==> src/rtl/load_store_unit.sv <==
// load_store_unit: RV32I load/store FSM with one memory transaction per access, lane alignment, extension and fault reporting
module load_store_unit #(
  parameter int TIMEOUT = 64
) (
  input  logic        CLK,
  input  logic        RESET,
  input  logic        START,
  input  logic        IS_STORE,
  input  logic [2:0]  FUNCT3,
  input  logic [31:0] BASE,
  input  logic [31:0] OFFSET,
  input  logic [31:0] STORE_DATA,
  input  logic [4:0]  RD_IN,
  output logic        BUSY,
  output logic        MEM_REQ,
  output logic        MEM_WE,
  output logic [31:0] MEM_ADDR,
  output logic [31:0] MEM_WDATA,
  output logic [3:0]  MEM_WSTRB,
  input  logic        MEM_READY,
  input  logic        MEM_RVALID,
  input  logic [31:0] MEM_RDATA,
  output logic [4:0]  RD,
  output logic [31:0] RD_DATA,
  output logic        WRITE_ENABLE,
  output logic        DONE,
  output logic        FAULT,
  output logic [1:0]  FAULT_CAUSE
);
  localparam int CW = $clog2(TIMEOUT + 1);
  typedef enum logic [1:0] {IDLE, REQ, WAIT_DATA} state_t;
  state_t state, next;
  logic [CW-1:0] cnt;
  logic [31:0] ea, ea_q, wdata_q, load_val;
  logic [2:0] f3_q;
  logic [3:0] wstrb_q;
  logic [4:0] rd_q;
  logic st_q, illegal, misaligned, issue, issue_fault, timeout;
  logic [7:0] lb;
  logic [15:0] lh;
  assign ea = BASE + OFFSET;
  assign illegal = IS_STORE ? (FUNCT3 >= 3'd3) : (FUNCT3 == 3'd3 || FUNCT3 >= 3'd6);
  // FUNCT3[1:0] encodes access size for every legal code: 00 byte, 01 half, 10 word
  assign misaligned = (FUNCT3[1:0] == 2'd1 && ea[0]) || (FUNCT3[1:0] == 2'd2 && ea[1:0] != 2'd0);
  assign issue_fault = START && state == IDLE && (illegal || misaligned);
  assign issue = START && state == IDLE && !illegal && !misaligned;
  // last permitted waiting cycle; a handshake in this same cycle still wins
  assign timeout = cnt == CW'(TIMEOUT - 1);
  assign lb = MEM_RDATA[{ea_q[1:0], 3'b000} +: 8];
  assign lh = MEM_RDATA[{ea_q[1], 4'b0000} +: 16];
  assign load_val = f3_q[1:0] == 2'd0 ? {{24{~f3_q[2] & lb[7]}}, lb} :
                    f3_q[1:0] == 2'd1 ? {{16{~f3_q[2] & lh[15]}}, lh} : MEM_RDATA;
  always_ff @(posedge CLK)
    state <= RESET ? IDLE : next;
  always_comb begin
    next = state == IDLE ? (issue ? REQ : IDLE) :
           state == REQ  ? (MEM_READY ? (st_q ? IDLE : WAIT_DATA) : (timeout ? IDLE : REQ)) :
           (MEM_RVALID || timeout) ? IDLE : WAIT_DATA;
  end
  always_comb begin
    BUSY = state != IDLE;
    MEM_REQ = state == REQ;
    MEM_WE = MEM_REQ & st_q;
    MEM_ADDR = MEM_REQ ? {ea_q[31:2], 2'b00} : 32'd0;
    MEM_WDATA = MEM_REQ ? wdata_q : 32'd0;
    MEM_WSTRB = MEM_REQ ? wstrb_q : 4'd0;
  end
  always_ff @(posedge CLK) begin
    if (RESET) begin
      cnt <= '0;
      ea_q <= '0;
      wdata_q <= '0;
      wstrb_q <= '0;
      f3_q <= '0;
      rd_q <= '0;
      st_q <= 1'b0;
      RD <= '0;
      RD_DATA <= '0;
      WRITE_ENABLE <= 1'b0;
      DONE <= 1'b0;
      FAULT <= 1'b0;
      FAULT_CAUSE <= '0;
    end else begin
      DONE <= 1'b0;
      FAULT <= 1'b0;
      WRITE_ENABLE <= 1'b0;
      cnt <= (state == next && state != IDLE) ? cnt + CW'(1) : '0;
      if (issue) begin
        ea_q <= ea;
        st_q <= IS_STORE;
        f3_q <= FUNCT3;
        rd_q <= RD_IN;
        wstrb_q <= !IS_STORE ? 4'b0000 :
                   FUNCT3[1:0] == 2'd0 ? 4'b0001 << ea[1:0] :
                   FUNCT3[1:0] == 2'd1 ? 4'b0011 << ea[1:0] : 4'b1111;
        wdata_q <= FUNCT3[1:0] == 2'd0 ? {4{STORE_DATA[7:0]}} :
                   FUNCT3[1:0] == 2'd1 ? {2{STORE_DATA[15:0]}} : STORE_DATA;
      end
      if (issue_fault) begin
        FAULT <= 1'b1;
        FAULT_CAUSE <= illegal ? 2'd2 : 2'd1;
      end
      if (state == REQ && MEM_READY && st_q)
        DONE <= 1'b1;
      if ((state == REQ && !MEM_READY && timeout) || (state == WAIT_DATA && !MEM_RVALID && timeout)) begin
        FAULT <= 1'b1;
        FAULT_CAUSE <= 2'd3;
      end
      if (state == WAIT_DATA && MEM_RVALID) begin
        DONE <= 1'b1;
        WRITE_ENABLE <= rd_q != 5'd0;
        RD <= rd_q;
        RD_DATA <= load_val;
      end
    end
  end
endmodule

==> config.mk <==
export PLATFORM = sky130hd
export DESIGN_NAME = load_store_unit
export DESIGN_NICKNAME = d
export VERILOG_FILES = /design/src/rtl/load_store_unit.sv
export SDC_FILE = /design/constraint.sdc
export NUM_CORES = 1
export LEC_CHECK = 0
export ABC_CLOCK_PERIOD_IN_PS = 3000
export BUFFER_PORTS_ARGS = -buffer_cell sky130_fd_sc_hd__buf_2
export CAP_MARGIN = 20
export CORE_MARGIN = 3
export CORE_UTILIZATION = 46
export DETAILED_ROUTE_END_ITERATION = 16
export GPL_TIMING_DRIVEN = 0
export PLACE_DENSITY = 0.83
export SETUP_SLACK_MARGIN = 0.2
export SYNTH_ARGS = -nofsm -noshare
export SYNTH_HDL_FRONTEND = slang
export SYNTH_SLANG_ARGS = --single-unit
==> constraint.sdc <==
create_clock -name CLK -period 3 [get_ports CLK]
set_input_delay 0.45 -clock CLK [delete_from_list [all_inputs] [get_ports CLK]]
set_output_delay 0.45 -clock CLK [all_outputs]
set_load 0.05 [all_outputs]
==> impl_metrics.toml, run 1 <==
[power_and_ir_drop]
powerDensity_nw_per_um2 = 518.3
p_total_mw = 5.059
p_clk_share_pct = 44.8
p_sw_share_pct = 27.53
p_sw_mw = 1.393
power_frac_seq_pct = 35.7
internal_power_mw = 3.667
ir_worst_vdd_uv = 366.1
p_leak_nw = 4.491
comb_power_share_pct = 19.5

[min_path]
min_path_cells = 3
hp-class = "input pin to register"
min_from = "RD_IN[1]"
hold_end = "rd_q[1]"

[logic_synthesis]
yosys_warnings = 0
synthTopCellsByArea = "dfxtp_1, a21oi_1, nand2_1"
yosysMostFrequentCell = "nand2_1"
synth_top_area_share_pct = 34.03
synth_top_area_cell = "dfxtp_1"
syn_inst = 968
synthFlopType = "dfxtp_1"
ys_seq_area_share_pct = 34.03
avgSynthCellArea_um2 = 7.779
synth_common_cells = "nand2_1, dfxtp_1, a21oi_1, nor2_1, and2_1"
async_reset_ff_share_pct = 0
netlist_area_um2 = 7530
ys_seq_elements = 128
ys_types = 54
synth_edf_count = 0

[global_route]
grtUsageMet2_pct = 44.19
grt_max_degree = 17
grt_pass1_vias = 7602
use_met3_pct = 4.314
grt_pass1_wl_um = 38010
grt_use_met1_pct = 32.95
antenna_found_initial = 1
grt.busiest_layer = "met2"
grt_overflow = 0
grt_usage_pct = 26.24

[sta]
finalMaxSlewViolations = 0
holdWs_ps = 272.9
finalCritPeriodShare_pct = 88.81
min_period_ps = 2664
grt_setup_unrepaired = "true"
tightestPinTransition_ps = 819.7
hold_viol = 0
slew_headroom_pct = 44.88
finalSetupViolCount = 0
clock-skew-final_ps = 8.164
finalSetupTns_ps = 0
fmax_mhz = 375.3

[floorplan]
die_x_um = 133.9
num_io_pins = 255
core_area_um2 = 15940
die-area_um2 = 17940
start_util_pct = 47.23
die_h_um = 133.9
num_rows = 46

[placed_design]
place_congestion = 0.9325
dpl.hpwl_um = 18590
io_buffers = 251

[clock_network]
clk_latency_ps = 420
ctsHtreeMaxLevel = 4
clk_path_buf_depth = 2
cts_tree = "yes"
cts_buffers = 17
postCtsHoldBufs = 0
root_buffer = "clkbuf_16"
clock_sinks = 128
clk_pin_slew_ps = 60

[routing]
dr.pass1.iters = 7
vias_per_cell = 5.482
antenna_left = 0
drc = 0
drt-total-wl_um = 24260
routedWlPerCell_um = 16.50
drt_iter0_drc = 679
num_vias = 8059

[critical_path]
timing.rr.end = "RD_DATA[22]"
ff2ff_setup_slack_ps = 470
path_class = "input pin to register"
arrival_ps = 3010
crit_path_max_fanout = 4
crit_path_start_kind = "input pin"
crit_path_end_kind = "register"
required_ps = 3350
reg2reg_from = "ea_q[0]"
reg2reg_depth = 8

[final_layout]
nets = 1419
fillers = 1423
final_layout_size_suffix_gt1_share_pct = 26.18
fin_util_pct = 61.23
area_delta_synth_final_pct = 29.64

[job]
maxCapViolCount = 0

[status]
status = "finished clean"
-- sequential cells by signal (all words and copies together), names as in the netlist --
name,count
st_q,1
rd_q,5
FAULT_CAUSE,2
wstrb_q,4
ea_q,32
f3_q,3
DONE,1
WRITE_ENABLE,1
state,2
FAULT,1
RD,5
wdata_q,32
RD_DATA,32
cnt,7
-- layout by cell type, fill, tap and decap left out, types with 24 or more instances in the layout --
cell type / synthesis / routed
a211oi_1: 35 / 35
o21ai_0: 38 / 38
a21oi_1: 123 / 123
and2_1: 67 / 67
nand2_1: 150 / 150
buf_2: 4 / 256
nor3_1: 24 / 24
dfxtp_1: 128 / 128
mux2i_1: 25 / 25
ha_1: 36 / 36
nor2_1: 87 / 86
clkbuf_1: 53 / 45
-- critical path, stage by stage --
cell       delay [ps]
buf_2             110
ha_1              310
a211oi_1          400
o211ai_1          260
a211o_1           360
a211o_1           340
a2111oi_4         390
nor3b_1            90
nand3b_1          160
a21oi_1           140
-- metrics by stage --
stage	setup WS, ps	std cells	cell area, µm²
after floorplan	234.5	969	7538
after global placement	-548.5	1436	9065
after detailed placement	-605.6	1436	9065
after CTS	213.8	1468	9727
after global routing	145.5	1470	9762
final	335.8	1470	9762
-- kinds of logic after synthesis --
group / share of synthesized area (%)
AO/OA/AOI/OAI: 21.77
XOR/XNOR: 3.722
adder cells (fa/ha/maj): 6.248
buffers and inverters: 4.653
flip-flops: 34.03
multiplexers: 6.763
other: 0.04980
AND/OR/NAND/NOR: 22.77
-- power by group through the flow --
stage,Clock (mW),Sequential [mW],Combinational (mW)
floorplan,0,1.86,0.628
global placement,0,1.84,0.941
detailed placement,0,1.84,0.953
CTS,2.28,1.81,0.965
global route,2.36,1.81,1.08
finish,2.27,1.81,0.984
-- what timing repair did --
item / in CTS / in global routing
pin swaps: 0 / 1
buffers inserted: 0 / 1
endpoints found under the setup margin: 77 / 88
endpoints found under the hold margin: 0 / 0
resized for setup: 9 / 19
-- area by class of cell --
cell class | count | area, µm² | share of cell area [%]
Clock inverter | 11 | 185.2 | 1.897
Timing Repair Buffer | 252 | 1264 | 12.95
Multi-Input combinational cell | 753 | 4632 | 47.45
Clock buffer | 21 | 460.4 | 4.717
Inverter | 20 | 75.07 | 0.7690
Antenna cell | 1 | 2.502 | 0.02563
Sequential cell | 128 | 2562 | 26.25
Buffer | 68 | 310.3 | 3.179
Tap cell | 216 | 270.3 | 2.769
-- worst max path at each step --
stage,start,end,cells past startpoint
3_5_place_dp,OFFSET[0],ea_q[0],13
5_1_grt,OFFSET[0],ea_q[0],14
6_report,OFFSET[1],ea_q[27],10
2_1_floorplan,OFFSET[0],ea_q[11],13
4_1_cts,OFFSET[0],ea_q[18],14
3_3_place_gp,BASE[0],ea_q[0],14
-- metal layers --
metal,vias up,wire length (µm)
met5,-,0
met4,0,939
met3,73,1684
met2,394,11560
met1,3678,10080
li1,3914,-
(Power assumes the default switching activity.)
==> inputs of run 2 (changes only) <==
--- a/config.mk
+++ b/config.mk
@@ -9,10 +9,12 @@
 export BUFFER_PORTS_ARGS = -buffer_cell sky130_fd_sc_hd__buf_2
 export CAP_MARGIN = 20
 export CORE_MARGIN = 3
-export CORE_UTILIZATION = 46
+export CORE_UTILIZATION = 48
+export CTS_BUF_LIST = sky130_fd_sc_hd__clkbuf_4 sky130_fd_sc_hd__clkbuf_8
 export DETAILED_ROUTE_END_ITERATION = 16
+export GPL_ROUTABILITY_DRIVEN = 0
 export GPL_TIMING_DRIVEN = 0
-export PLACE_DENSITY = 0.83
+export PLACE_DENSITY = 0.86
 export SETUP_SLACK_MARGIN = 0.2
 export SYNTH_ARGS = -nofsm -noshare
 export SYNTH_HDL_FRONTEND = slang
==> run 2 against run 1 <==
Wire length down 2.0%. Core utilization up 0.97 points. Die area is 4.0% lower. Design area is 2.8% lower. Total power shrank 16%. Hold slack got worse by 30 ps. Sequential power about the same. Sequential cell count unchanged. Fmax decreased by 0.81%. Sequential share of layout area up 0.75 points. First-iteration DRC count is 2.7% lower. Highest routed layer unchanged.
==> impl_metrics.toml, run 2 (synthesized netlist as in run 1, its figures left out) <==
[status]
status = "finished clean"

[final_layout]
final_layout_size_suffix_gt1_share_pct = 26.20
reg_top3 = "RD_DATA (32), ea_q (32), wdata_q (32)"
fillers = 1384
seq_area_um2 = 2562
multi_input_area_um2 = 4626
fin_util_pct = 62.20
instances_no_fill = 1464
mostFrequentLayoutCell = "buf_2"
area_delta_synth_final_pct = 26.04
nets = 1418
final_cell_mix = "buf_2, nand2_1, dfxtp_1"

[routing]
drc = 0
dr.pass1.iters = 5
drt-total-wl_um = 23780
num_vias = 8055
vias_per_cell = 5.502
routedWlPerCell_um = 16.24
antenna_left = 0
drt_iter0_drc = 661

[critical_path]
cp-startpoint = "state[1]"
path_class = "register to output pin"
crit_path_max_fanout = 10
reg2reg_depth = 8
crit_path_end_kind = "output pin"
crit_end = "MEM_WSTRB[3]"
arrival_ps = 2240
ff2ff_setup_slack_ps = 520
required_ps = 2550
crit_path_start_kind = "register"
reg2reg_from = "ea_q[0]"
timing.rr.end = "RD_DATA[28]"

[job]
maxCapViolCount = 0

[floorplan]
die_x_um = 131.2
core_area_um2 = 15260
start_util_pct = 49.35
num_io_pins = 255
num_rows = 45
die_h_um = 131.2
die-area_um2 = 17230

[placed_design]
io_buffers = 251
dpl.hpwl_um = 18490
placed_cells = 1431

[global_route]
antenna_found_initial = 1
grt_overflow = 0
grt_usage_pct = 26.59
grt_pass1_vias = 7705
grt_max_degree = 17
grt_pass1_wl_um = 37610

[sta]
grt_setup_unrepaired = "true"
finalCritPeriodShare_pct = 89.53
finalMaxSlewViolations = 0
min_period_ps = 2686
fmax_mhz = 372.3
slew_headroom_pct = 45.60
finalSetupViolCount = 0
hold_viol = 0
clock-skew-final_ps = 6.272
tightestPinTransition_ps = 809.1

[power_and_ir_drop]
p_leak_nw = 4.369
p_total_mw = 4.260
powerDensity_nw_per_um2 = 448.9
ir_worst_vdd_uv = 262.6

[clock_network]
cts_buffers = 17
clk_pin_slew_ps = 70
postCtsHoldBufs = 0
ctsHtreeMaxLevel = 4
clock_sinks = 128
clk_latency_ps = 440
root_buffer = "clkbuf_8"
cts_tree = "yes"
clk_path_buf_depth = 2

[min_path]
hp-class = "input pin to register"
==> run 2: final cells by class <==
class | instances | share of cell area (%)
multi-input combinational | 753 | 48.74
buffer | 68 | 3.256
antenna | 1 | 0.02637
clock buffer | 22 | 2.993
tap | 211 | 2.782
clock inverter | 10 | 1.173
inverter | 20 | 0.7910
sequential | 128 | 27.00
timing repair buffer | 251 | 13.24
==> run 2: routing by layer <==
layer / vias to the layer above / GRT usage (%) / share of wire, %
met5: - / 0 / 0
li1: 3918 / - / -
met3: 74 / 5.283 / 6.8
met4: 0 / 11.49 / 3.2
met2: 374 / 45.28 / 49
met1: 3689 / 32.75 / 41
==> run 2: critical path, stage by stage, from the launching register on <==
cell,delay (ps)
dfxtp_1,330
nand2b_1,190
inv_1,290
clkbuf_1,480
and2_1,230
buf_2,270
==> run 2: worst min path at each step <==
| stage | start | to | cells past startpoint |
|---|---|---|---|
| 5_1_grt | RD_IN[0] | rd_q[0] | 3 |
| 3_5_place_dp | cnt[0] | cnt[0] | 1 |
| 4_1_cts | RD_IN[3] | rd_q[3] | 3 |
| 6_report | RD_IN[3] | rd_q[3] | 3 |
| 2_1_floorplan | cnt[0] | cnt[0] | 1 |
| 3_3_place_gp | cnt[0] | cnt[0] | 1 |
==> run 2: repair_timing <==
action                     4_1_cts  5_1_grt
setup endpoints to repair       67       87
buffers inserted                 0        0
resized for setup                7       15
==> run 2: per-stage QoR <==
step	hold slack, ps	instance area, µm²	setup TNS (ps)	setup WS (ps)
detailed placement	438.6	9059	-32930	-589.1
CTS	219.8	9464	0	195.3
floorplan	413.2	7538	0	234.5
global placement	425.4	9059	-32530	-620.2
finish	243.3	9490	0	314.1
global route	234.7	9490	0	164.5
==> run 2: report_power, final <==
part | switching, mW | leakage, nW | total (mW) | internal, mW
combinational | 0.595 | 3.13 | 0.977 | 0.382
clock | 0.674 | 0.199 | 1.48 | 0.804
sequential | 0.0368 | 1.04 | 1.80 | 1.77
